<file path="config.mk">
export PLATFORM = sky130hd
export DESIGN_NAME = instr_encode_loader_flat
export DESIGN_NICKNAME = d
export VERILOG_FILES = /design/src/rtl/instr_encode_loader_if.sv /design/src/rtl/instr_encode_loader.sv /design/src/flat_wrapper.sv
export SDC_FILE = /design/constraint.sdc
export NUM_CORES = 1
export LEC_CHECK = 0
export CORE_ASPECT_RATIO = 2
export CORE_MARGIN = 2
export CORE_UTILIZATION = 54
export CTS_CLUSTER_SIZE = 16
export DETAILED_ROUTE_END_ITERATION = 16
export PLACE_DENSITY = 0.79
export SLEW_MARGIN = 5
export SYNTH_ARGS = -nofsm -noshare
export SYNTH_HDL_FRONTEND = slang
export SYNTH_SLANG_ARGS = --single-unit
</file>
<file path="constraint.sdc">
create_clock -name clk -period 3.4 [get_ports clk]
set_input_delay 1.02 -clock clk [delete_from_list [all_inputs] [get_ports clk]]
set_output_delay 1.02 -clock clk [all_outputs]
set_load 0.02 [all_outputs]
</file>
<file path="src/rtl/instr_encode_loader_if.sv">
// rtl/instr_encode_loader_if.sv - field-bundle stream in, instruction-memory write port out
interface instr_encode_loader_if #(
  parameter int unsigned ADDR_W = 8
);
  logic              in_valid;
  logic              in_ready;
  logic              in_ri;
  logic [5:0]        in_rs;
  logic [5:0]        in_rd;
  logic              in_mode;
  logic [2:0]        in_fcode;
  logic [5:0]        in_rt;
  logic [14:0]       in_imm;
  logic              in_last;
  logic              mem_we;
  logic [ADDR_W-1:0] mem_addr;
  logic [31:0]       mem_wdata;
  logic              mem_ready;

  modport slave (
    input  in_valid, in_ri, in_rs, in_rd, in_mode, in_fcode, in_rt, in_imm, in_last,
    output in_ready,
    output mem_we, mem_addr, mem_wdata,
    input  mem_ready
  );

  modport master (
    output in_valid, in_ri, in_rs, in_rd, in_mode, in_fcode, in_rt, in_imm, in_last,
    input  in_ready,
    input  mem_we, mem_addr, mem_wdata,
    output mem_ready
  );
endinterface

</file>
<file path="src/rtl/instr_encode_loader.sv">
// rtl/instr_encode_loader.sv - packs field bundles into words and streams them into instruction memory
// Optional ENC_ILLEGAL_CHK_EN: drops I-type store bundles and pulses err.
module instr_encode_loader #(
  parameter int unsigned DEPTH     = 4,
  parameter int unsigned ADDR_W    = 8,
  parameter int unsigned BASE_ADDR = 0
) (
  input  logic                  clk,
  input  logic                  rst_n,
  input  logic                  start,
  instr_encode_loader_if.slave  bus,
  output logic                  busy,
  output logic                  done,
`ifdef ENC_ILLEGAL_CHK_EN
  output logic                  err,
`endif
  output logic [ADDR_W:0]       count
);
  localparam int unsigned PW = $clog2(DEPTH);
  localparam logic [PW:0]       PTR_ONE  = {{PW{1'b0}}, 1'b1};
  localparam logic [ADDR_W-1:0] ADDR_ONE = {{(ADDR_W-1){1'b0}}, 1'b1};
  localparam logic [ADDR_W:0]   CNT_ONE  = {{ADDR_W{1'b0}}, 1'b1};
  localparam logic [ADDR_W-1:0] BASE     = BASE_ADDR[ADDR_W-1:0];

  typedef enum logic [1:0] {S_IDLE, S_LOAD, S_DRAIN, S_DONE} state_t;

  state_t            state, state_nx;
  logic [31:0]       fifo_mem [DEPTH];
  logic [PW:0]       wr_ptr, rd_ptr;
  logic [ADDR_W-1:0] wr_addr;
  logic [31:0]       enc_word;
  logic              full, empty, accept, illegal, push, pop;

  // Extra pointer bit distinguishes full from empty when the indices match.
  assign empty = (wr_ptr == rd_ptr);
  assign full  = (wr_ptr[PW] != rd_ptr[PW]) && (wr_ptr[PW-1:0] == rd_ptr[PW-1:0]);

  assign accept = bus.in_valid && bus.in_ready;
`ifdef ENC_ILLEGAL_CHK_EN
  assign illegal = bus.in_ri && (bus.in_fcode == 3'b110) && !bus.in_mode;
`else
  assign illegal = 1'b0;
`endif
  assign push = accept && !illegal;
  assign pop  = bus.mem_we && bus.mem_ready;

  assign bus.mem_wdata = fifo_mem[rd_ptr[PW-1:0]];
  assign bus.mem_addr  = wr_addr;

  always_comb begin
    enc_word        = '0;
    enc_word[31]    = bus.in_ri;
    enc_word[30:25] = bus.in_rs;
    enc_word[24:19] = bus.in_rd;
    enc_word[18]    = bus.in_mode;
    enc_word[17:15] = bus.in_fcode;
    if (bus.in_ri) begin
      enc_word[14:0] = bus.in_imm;
    end else begin
      enc_word[14:9] = bus.in_rt;
    end
  end

  always_comb begin
    state_nx     = state;
    bus.in_ready = 1'b0;
    bus.mem_we   = 1'b0;
    busy         = 1'b0;
    done         = 1'b0;
    case (state)
      S_IDLE: begin
        if (start) state_nx = S_LOAD;
      end
      S_LOAD: begin
        bus.in_ready = !full;
        bus.mem_we   = !empty;
        busy         = 1'b1;
        if (bus.in_valid && !full && bus.in_last) state_nx = S_DRAIN;
      end
      S_DRAIN: begin
        bus.mem_we = !empty;
        busy       = 1'b1;
        if (empty) state_nx = S_DONE;
      end
      S_DONE: begin
        done     = 1'b1;
        state_nx = S_IDLE;
      end
      default: state_nx = S_IDLE;
    endcase
  end

  always_ff @(posedge clk or negedge rst_n) begin
    if (!rst_n) begin
      state   <= S_IDLE;
      wr_ptr  <= '0;
      rd_ptr  <= '0;
      wr_addr <= BASE;
      count   <= '0;
    end else begin
      state <= state_nx;
      if (push) wr_ptr <= wr_ptr + PTR_ONE;
      if (state == S_IDLE && start) begin
        wr_addr <= BASE;
        count   <= '0;
      end
      if (pop) begin
        rd_ptr  <= rd_ptr + PTR_ONE;
        wr_addr <= wr_addr + ADDR_ONE;
        count   <= count + CNT_ONE;
      end
    end
  end

  // Payload storage needs no reset; the pointers define what is valid.
  always_ff @(posedge clk) begin
    if (push) fifo_mem[wr_ptr[PW-1:0]] <= enc_word;
  end

`ifdef ENC_ILLEGAL_CHK_EN
  always_ff @(posedge clk or negedge rst_n) begin
    if (!rst_n) begin
      err <= 1'b0;
    end else begin
      err <= accept && illegal;
    end
  end
`endif
endmodule
</file>
<file path="src/flat_wrapper.sv">
// flat-port wrapper written by rule: the top's interface ports become plain ports
module instr_encode_loader_flat 
#(
  parameter int unsigned DEPTH     = 4,
  parameter int unsigned ADDR_W    = 8,
  parameter int unsigned BASE_ADDR = 0
)
  (clk, rst_n, start, busy, done, count, bus_in_valid, bus_in_ri, bus_in_rs, bus_in_rd, bus_in_mode, bus_in_fcode, bus_in_rt, bus_in_imm, bus_in_last, bus_in_ready, bus_mem_we, bus_mem_addr, bus_mem_wdata, bus_mem_ready);
  instr_encode_loader_if #(.ADDR_W(ADDR_W)) bus_i ();
  input  logic clk;
  input  logic rst_n;
  input  logic start;
  output logic busy;
  output logic done;
  output logic [ADDR_W:0] count;
  input wire logic [$bits(bus_i.in_valid)-1:0] bus_in_valid;
  input wire logic [$bits(bus_i.in_ri)-1:0] bus_in_ri;
  input wire logic [$bits(bus_i.in_rs)-1:0] bus_in_rs;
  input wire logic [$bits(bus_i.in_rd)-1:0] bus_in_rd;
  input wire logic [$bits(bus_i.in_mode)-1:0] bus_in_mode;
  input wire logic [$bits(bus_i.in_fcode)-1:0] bus_in_fcode;
  input wire logic [$bits(bus_i.in_rt)-1:0] bus_in_rt;
  input wire logic [$bits(bus_i.in_imm)-1:0] bus_in_imm;
  input wire logic [$bits(bus_i.in_last)-1:0] bus_in_last;
  output wire logic [$bits(bus_i.in_ready)-1:0] bus_in_ready;
  output wire logic [$bits(bus_i.mem_we)-1:0] bus_mem_we;
  output wire logic [$bits(bus_i.mem_addr)-1:0] bus_mem_addr;
  output wire logic [$bits(bus_i.mem_wdata)-1:0] bus_mem_wdata;
  input wire logic [$bits(bus_i.mem_ready)-1:0] bus_mem_ready;
  assign bus_i.in_valid = bus_in_valid;
  assign bus_i.in_ri = bus_in_ri;
  assign bus_i.in_rs = bus_in_rs;
  assign bus_i.in_rd = bus_in_rd;
  assign bus_i.in_mode = bus_in_mode;
  assign bus_i.in_fcode = bus_in_fcode;
  assign bus_i.in_rt = bus_in_rt;
  assign bus_i.in_imm = bus_in_imm;
  assign bus_i.in_last = bus_in_last;
  assign bus_in_ready = bus_i.in_ready;
  assign bus_mem_we = bus_i.mem_we;
  assign bus_mem_addr = bus_i.mem_addr;
  assign bus_mem_wdata = bus_i.mem_wdata;
  assign bus_i.mem_ready = bus_mem_ready;
  instr_encode_loader #(.DEPTH(DEPTH), .ADDR_W(ADDR_W), .BASE_ADDR(BASE_ADDR)) u_core (.clk(clk), .rst_n(rst_n), .start(start), .bus(bus_i), .busy(busy), .done(done), .count(count));
endmodule
</file>
==> results of run 1 <==
-- where the power goes --
group | total [µW] | switching [µW] | internal [µW]
clock network | 1820 | 831 | 993
registers | 2450 | 174 | 2270
logic | 2420 | 1240 | 1180
total | 6690 | 2250 | 4450
-- placed cells by master (no fill, tap or decap), types with 5 or more instances in the layout --
cell,instances
clkbuf_16,17
mux4_2,32
clkdlybuf4s50_1,96
buf_4,7
inv_1,8
xnor2_1,6
inv_8,6
nor3_1,11
a211o_1,12
and2_1,11
and3_1,13
nand3_1,5
ha_1,11
edfxtp_1,128
mux2_2,8
nand2_1,8
dfrtp_1,23
-- per-stage QoR --
| step | util | instance area, µm² | power (µW) |
|---|---|---|---|
| after CTS | 0.7126 | 8043 | 6774 |
| after global routing | 0.7129 | 8045 | 7025 |
| after detailed placement | 0.6594 | 7442 | 4935 |
| after floorplan | - | 6242 | 3994 |
| final | 0.7129 | 8045 | 6692 |
| after global placement | 0.6594 | 7442 | 4883 |
-- layer usage --
layer	vias up	wire, µm	global-route usage
met1	1763	4219	0.2206
met2	94	7093	0.3956
met5	-	0	0
li1	1531	-	-
met3	10	480	0.05266
met4	0	121	0.05892
-- area by class of cell --
type | instances | share of cell area
sequential | 153 | 0.5561
multi-input combinational | 148 | 0.2075
timing repair buffer | 107 | 0.1359
clock buffer | 17 | 0.05288
tap | 142 | 0.02208
clock inverter | 15 | 0.02177
inverter | 8 | 0.003733
-- state kept, by name, indices dropped and copies added (netlist names) --
signal,count
u_core.bus.mem_addr,8
u_core.count,9
u_core.fifo_mem,128
u_core.rd_ptr,3
u_core.state,2
u_core.wr_ptr,3
-- path summary, 6_finish.rpt --
kind,startpoint,to,slack (ns),depth (start not counted)
setup / recovery,u_core.rd_ptr[0]$_DFFE_PN0P_,bus_mem_wdata[10],0.16,3
hold reg to reg,u_core.wr_ptr[2]$_DFFE_PN0P_,u_core.wr_ptr[2]$_DFFE_PN0P_,0.53,1
min in group asynchronous,rst_n,u_core.state[0]$_DFFE_PN0P_,0.98,2
max in group asynchronous,rst_n,u_core.rd_ptr[1]$_DFFE_PN0P_,2.13,2
hold / removal,u_core.wr_ptr[2]$_DFFE_PN0P_,u_core.wr_ptr[2]$_DFFE_PN0P_,0.53,1
setup reg to reg,u_core.rd_ptr[0]$_DFFE_PN0P_,u_core.count[3]$_DFFE_PN0P_,1.23,6
-- worst max-delay path, stage by stage, from the launching register on --
cell and delay [ns]:
dfrtp_2 0.39, buf_4 0.29, mux4_2 0.56, clkdlybuf4s50_1 0.58
-- timing repair --
action | 4_1_cts | 5_1_grt
endpoints found under the setup margin | 0 | 1
setup buffers | 0 | 0
resized for setup | 0 | 1
-- cell families (layout without fill, tap and decap cells) --
| logic type | count (synthesis) | in the layout | synth area share |
|---|---|---|---|
| adder cells (fa/ha/maj) | 11 | 11 | 0.02205 |
| multiplexers | 41 | 41 | 0.1317 |
| AND/OR/NAND/NOR | 61 | 61 | 0.05552 |
| AO/OA/AOI/OAI | 25 | 25 | 0.04089 |
| flip-flops | 153 | 153 | 0.7160 |
| buffers and inverters | 21 | 147 | 0.01744 |
| XOR/XNOR | 10 | 10 | 0.01644 |
==> metrics, run 1 <==
status complete, no violations; die footprint 0.01249 mm²; WHS 0.5299 ns; ys flop type edfxtp_1; Via density 5.759; EDFF count, synth 128; Slew Viols, Final 0; Clk pin slew, worst setup/hold paths roughly 0.070 ns; H-Tree Depth 4; FF+latch count, synth 153; Post-Syn Nets 377; Initial Util 0.5531; Fill cells 720; Root Buffer Master clkbuf_16; Worst Path Class, Setup reg2out; DRC violations left 0; Post-DRT Antenna Nets 0; final layout net count 490; number of global-route vias before repair 3680; Initial DRC Count 193; Antenna diodes 0; clock sinks 153; max-cap violation count 0; pwr/cell area 831.8 mW/mm²; Syn-to-layout area delta 28.88%; clk_lat worst skew 0.41 ns; Congestion Overflow GR 0; first-pass GRT wire length about 19 mm; clk buf depth 2; Ports 97; port bufs 96; Vias between 3000 and 4000; Pleak 0.002919 µW; Mean Syn Cell Area about 19 µm²; All-Layer GR Usage 0.2083; Data arrival, critical path roughly 2.2 ns; Crit. End Element output pin; synth cell count leaders edfxtp_1, mux4_2, dfrtp_1, and2_1, and3_1; gpl congestion 0.7133; Layout Cells excl Fill 590; sequential-to-total area share from yosys stat 0.7160; initial antenna violation count 0; worst relative slew slack 0.4588; multi-input logic area 0.001669 mm²; pre-CTS WS 0.5039 ns; final WL 11.91 mm; worst slew pin tran a little over 0.8 ns; core region area 0.01129 mm²; asr flop ratio synth 0.1634; CP max FO 13; register area 0.004474 mm²; Final Setup Violations 0; drt first pass iters 4; Die Span Y 156.1 µm; setup slack after layout 0.1607 ns; cell taking the most area after synthesis edfxtp_1; Inst Count DP around 560; unrepaired setup endpoints after global routing false; fin crit share 0.9527; crit start category flip-flop; Final Skew 0.01315 ns; largest net degree at the start of global routing 34; Worst Hold Class reg2reg; most common cell in the netlist edfxtp_1; Synth top area share 0.6158; drt wl/cell 20.19 µm; CTS tree yes; DP Wirelength 7.784 mm; share of cells above drive strength 1 0.2143; Final Critical Period 3.239 ns; final hold viol count 0; Synth Cell Area around 0.0062 mm²; Req. time, crit path 2.38 ns; Chip Width 80.03 µm; Gate Count Post-Synth ~320; total CTS buffers 17; final setup TNS 0 ns; max frequency between 300 and 400 MHz; Peak VDD IR 0.5687 mV; Cell variety after synth 35; Hold Buf Count CTS 0; Ys Warns 0; Std-Cell Rows 55; Synth area leaders edfxtp_1, mux4_2, dfrtp_1
No activity file was read; power rests on OpenSTA's default activity.
==> run 2, diff against run 1 <==
--- a/config.mk
+++ b/config.mk
@@ -10,7 +10,8 @@
 export CORE_UTILIZATION = 54
 export CTS_CLUSTER_SIZE = 16
 export DETAILED_ROUTE_END_ITERATION = 16
-export PLACE_DENSITY = 0.79
+export PLACE_DENSITY = 0.87
+export SKIP_CTS_REPAIR_TIMING = 1
 export SLEW_MARGIN = 5
 export SYNTH_ARGS = -nofsm -noshare
 export SYNTH_HDL_FRONTEND = slang
==> metrics, run 2 (synthesis gave the netlist of run 1 again) <==
status complete, no violations; post-layout util 0.7159 (+0.002994); clk_lat worst skew 0.41 ns (about the same); clk buf depth 2 (unchanged); WHS 0.5275 ns (-0.002375 ns); Crit. End Element output pin; H-Tree Depth 4 (unchanged); share of cells above drive strength 1 0.2129 (-0.001425); Congestion Overflow GR 0 (unchanged); Initial DRC Count 214 (+11%); Worst Hold Class reg2reg; met1 WL 4.464 mm (+5.8%); final setup TNS 0 ns (unchanged); gpl congestion 0.7238 (+1.5%); Post-DRT Antenna Nets 0 (unchanged); DP Area 0.007472 mm² (+0.40%); Req. time, crit path 2.38 ns (about the same); Vias 3431 (+0.97%); final hold viol count 0 (unchanged); initial antenna violation count 0 (unchanged); worst slew pin tran 0.7851 ns (-0.02488 ns); final WL 12.23 mm (+2.6%); Finished Cell Area 0.008079 mm² (+0.42%); Final Critical Period 3.274 ns (+0.03486 ns); DP Wirelength 8.027 mm (+3.1%); commonest non-fill, non-tap cell in the layout edfxtp_1; DRC violations left 0 (unchanged); Syn-to-layout area delta 29.42%; Final Skew 0.005745 ns (-0.007402 ns); Initial Util 0.5531 (unchanged); max-cap violation count 0 (unchanged); Antenna diodes 0 (unchanged); port bufs 96 (unchanged); largest net degree at the start of global routing 33 (-2.9%); clock sinks 153 (unchanged); Worst Path Class, Setup reg2out; unrepaired setup endpoints after global routing false; Clk pin slew, worst setup/hold paths 0.06 ns (about the same); Data arrival, critical path 2.25 ns (+0.03 ns); drt first pass iters 4 (unchanged); Slew Viols, Final 0 (unchanged); core region area 0.01129 mm² (unchanged); die footprint 0.01249 mm² (unchanged); Chip Width 80.03 µm (unchanged); max frequency 305.4 MHz (-1.1%); most frequent cells in the layout edfxtp_1, clkdlybuf4s50_1, mux4_2; top layer used by detailed routing met4; Via density 5.786 (+0.46%); fin crit share 0.9630 (+0.01025); Ports 97 (unchanged); pwr/cell area 836.0 mW/mm² (+0.50%); number of flip-flops in the largest register 128 (unchanged); Pleak 0.002931 µW (+0.42%); worst relative slew slack 0.4754 (+0.01662); All-Layer GR Usage 0.2104 (+0.002125); met3 routed WL 653 µm (+36%); Final Setup Violations 0 (unchanged); CP max FO 17 (+4); Std-Cell Rows 55 (unchanged); Root Buffer Master clkbuf_16; total CTS buffers 17 (unchanged); CTS tree yes; number of global-route vias before repair 3630 (-1.4%); drt wl/cell 20.62 µm (+2.1%); crit start category flip-flop; met2 wire len 6.696 mm (-5.6%); first-pass GRT wire length 19.11 mm (+0.40%); Peak VDD IR 0.6917 mV (+22%); Die Span Y 156.1 µm (unchanged); final layout net count 493 (+0.61%)
run 2: worst max-delay path: stages (launching register included):
cell and delay, ns:
dfrtp_4 0.51, buf_12 0.21, mux4_2 0.56, clkdlybuf4s50_1 0.56
run 2: cell type report:
type / count / area [µm²]
clock buffer: 21 / 440.4
timing repair buffer: 110 / 1154
tap: 142 / 177.7
sequential: 153 / 4474
inverter: 8 / 30.03
clock inverter: 11 / 126.4
fill: 702 / 3207
multi-input combinational: 148 / 1677
run 2: worst paths after layout:
path                                                     to  slack (ns)  cells past startpoint                         start
min reg2reg                    u_core.wr_ptr[2]$_DFFE_PN0P_        0.53                      1  u_core.wr_ptr[2]$_DFFE_PN0P_
min                            u_core.wr_ptr[2]$_DFFE_PN0P_        0.53                      1  u_core.wr_ptr[2]$_DFFE_PN0P_
max in group asynchronous      u_core.rd_ptr[0]$_DFFE_PN0P_        2.13                      2                         rst_n
max                                        bus_mem_wdata[1]        0.13                      3  u_core.rd_ptr[0]$_DFFE_PN0P_
max reg2reg                u_core.fifo_mem[1][26]$_DFFE_PP_        0.97                      5  u_core.rd_ptr[0]$_DFFE_PN0P_
min in group asynchronous       u_core.count[8]$_DFFE_PN0P_        0.99                      2                         rst_n
run 2: report_power, final:
part	leakage, µW	internal, µW	switching, µW	total (µW)
logic	0.00117	1230	1290	2510
clock network	0.000275	1080	704	1780
registers	0.00149	2270	181	2460
run 2: routing by layer:
metal,vias to the layer above,track usage
met5,-,0
met4,0,0.09927
met3,26,0.06308
met2,117,0.3631
met1,1757,0.2337
li1,1531,-
run 2: metrics by stage:
stage,power [µW],cells,setup WS [ns]
global placement,4884,557,0.4606
detailed placement,4967,557,0.4116
global route,7069,593,0.06729
finish,6754,593,0.1258
CTS,6774,589,-0.03471
floorplan,3994,322,0.7308
==> run 3, diff against run 2 <==
==> constraint.sdc (replaced) <==
create_clock -name clk -period 3.7 [get_ports clk]
set_input_delay 1.11 -clock clk [delete_from_list [all_inputs] [get_ports clk]]
set_output_delay 1.11 -clock clk [all_outputs]
set_load 0.02 [all_outputs]
==> metrics, run 3 (synthesis gave the netlist of run 1 again) <==
max frequency 285.5 MHz; clk buf depth 2 (unchanged); CP max FO 19 (+2); Clk pin slew, worst setup/hold paths 0.06 ns (about the same); number of global-route vias before repair 3685 (+1.5%); clock sinks 153 (unchanged); Chip Width 80.03 µm (unchanged); worst relative slew slack 0.4555 (-0.01984); Antenna diodes 0 (unchanged); Std-Cell Rows 55 (unchanged); port bufs 96 (unchanged); Die Span Y 156.1 µm (unchanged); DRC violations left 0 (unchanged); worst slew pin tran 0.8147 ns (+0.02969 ns); H-Tree Depth 4 (unchanged); Design Power 6165 µW (-8.7%); Req. time, crit path 2.59 ns (+0.21 ns); total CTS buffers 17 (unchanged); Initial Util 0.5531 (unchanged); number of flip-flops in the largest register 128 (unchanged); unrepaired setup endpoints after global routing false; Root Buffer Master clkbuf_16; DP Wirelength 8.041 mm (+0.17%); Final Critical Period 3.502 ns; Initial DRC Count 165 (-23%); final setup TNS 0 ns (unchanged); Post-DRT Antenna Nets 0 (unchanged); pre-CTS WS 0.5874 ns (+0.1758 ns); Inst Count DP 557 (unchanged); pwr/cell area 769.1 mW/mm² (-8.0%); Slowest Stage Delay on Critical Path 0.60 ns (+0.04 ns); most frequent cells in the layout edfxtp_1, clkdlybuf4s50_1, mux4_2; first-pass GRT wire length 19.17 mm (+0.32%); Slew Viols, Final 0 (unchanged); final hold viol count 0 (unchanged); Final Setup Violations 0 (unchanged); Syn-to-layout area delta 28.40%; Data arrival, critical path 2.39 ns (+0.14 ns); drt wl/cell 20.99 µm (+1.8%); Worst Path Class, Setup reg2out; drt first pass iters 4 (unchanged); Pleak 0.002905 µW (-0.91%); clk_lat worst skew 0.42 ns (about the same); max-cap violation count 0 (unchanged); Ports 97 (unchanged); initial antenna violation count 0 (unchanged); Peak VDD IR 0.6112 mV (-12%); Layout Cells excl Fill 589 (-0.67%); Worst Hold Class reg2reg; commonest non-fill, non-tap cell in the layout edfxtp_1; Via density 5.739 (-0.82%); core region area 0.01129 mm² (unchanged); register area 0.004472 mm² (about the same); multi-input logic area 0.001669 mm² (-0.45%); final layout net count 489 (-0.81%); Crit. End Element output pin; Final Skew 0.007407 ns (+0.001662 ns); crit path max-delay cell type dfrtp_2; WHS 0.5220 ns (-0.005434 ns); CTS tree yes; gpl congestion 0.7641 (+5.6%); fin crit share 0.9466; status complete, no violations; largest net degree at the start of global routing 34 (+3.0%); crit start category flip-flop; Vias 3380 (-1.5%); final WL 12.36 mm (+1.1%); share of cells above drive strength 1 0.2125 (-0.0003323); All-Layer GR Usage 0.2100 (-0.0004213); crit-path cells buf_12 > mux4_2 > clkdlybuf4s50_1; Fill cells 728 (+3.7%); setup slack after layout 0.1975 ns (+0.07167 ns); die footprint 0.01249 mm² (unchanged); Congestion Overflow GR 0 (unchanged)
[run 3: changes by cell type in the layout (fill, tap and decap cells not counted), sizes merged]
cell      previous run  this run
bufinv               2         1
clkinvlp             1         3
clkinv               8         2
inv                  8        17
buf                 14        10
clkbuf              21        17
[run 3: worst paths after layout]
| kind | endpoint | start | slack [ns] | depth (start not counted) |
|---|---|---|---|---|
| max | bus_mem_wdata[27] | u_core.rd_ptr[0]$_DFFE_PN0P_ | 0.20 | 3 |
| min | u_core.wr_ptr[2]$_DFFE_PN0P_ | u_core.wr_ptr[2]$_DFFE_PN0P_ | 0.52 | 1 |
| max reg2reg | u_core.fifo_mem[0][1]$_DFFE_PP_ | u_core.rd_ptr[0]$_DFFE_PN0P_ | 1.29 | 5 |
| min reg2reg | u_core.wr_ptr[2]$_DFFE_PN0P_ | u_core.wr_ptr[2]$_DFFE_PN0P_ | 0.52 | 1 |
| max in group asynchronous | u_core.count[3]$_DFFE_PN0P_ | rst_n | 1.98 | 2 |
| min in group asynchronous | u_core.count[8]$_DFFE_PN0P_ | rst_n | 1.09 | 1 |
[run 3: layout make-up]
class	count	area share
clock inverters	15	0.01936
well taps	142	0.02217
flip-flops and latches	153	0.5579
inverters	8	0.003746
multi-input cells	148	0.2082
repair buffers	106	0.1355
clock buffers	17	0.05308
[run 3: metal layers]
metal | GRT usage | part of all wire | vias up
met3 | 0.05787 | 0.042 | 15
met4 | 0.07183 | 0.017 | 0
li1 | - | - | 1532
met1 | 0.2339 | 0.37 | 1740
met5 | 0 | 0 | -
met2 | 0.3786 | 0.57 | 93
[run 3: per-stage QoR]
step,utilization,area [µm²]
after floorplan,-,6242
after global placement,0.6588,7435
after detailed placement,0.6588,7435
after CTS,0.7102,8015
after global routing,0.7102,8015
final,0.7102,8015
[run 3: power breakdown]
group          switching [µW]  internal (µW)
Sequential                203           2090
Clock                     725            953
Combinational            1120           1080
[run 3: critical path, delay by kind of cell, from the launching register on]
| family | cells | cell delay (ns) |
|---|---|---|
| flops | 1 | 0.60 |
| buf+inv | 2 | 0.83 |
| mux | 1 | 0.54 |
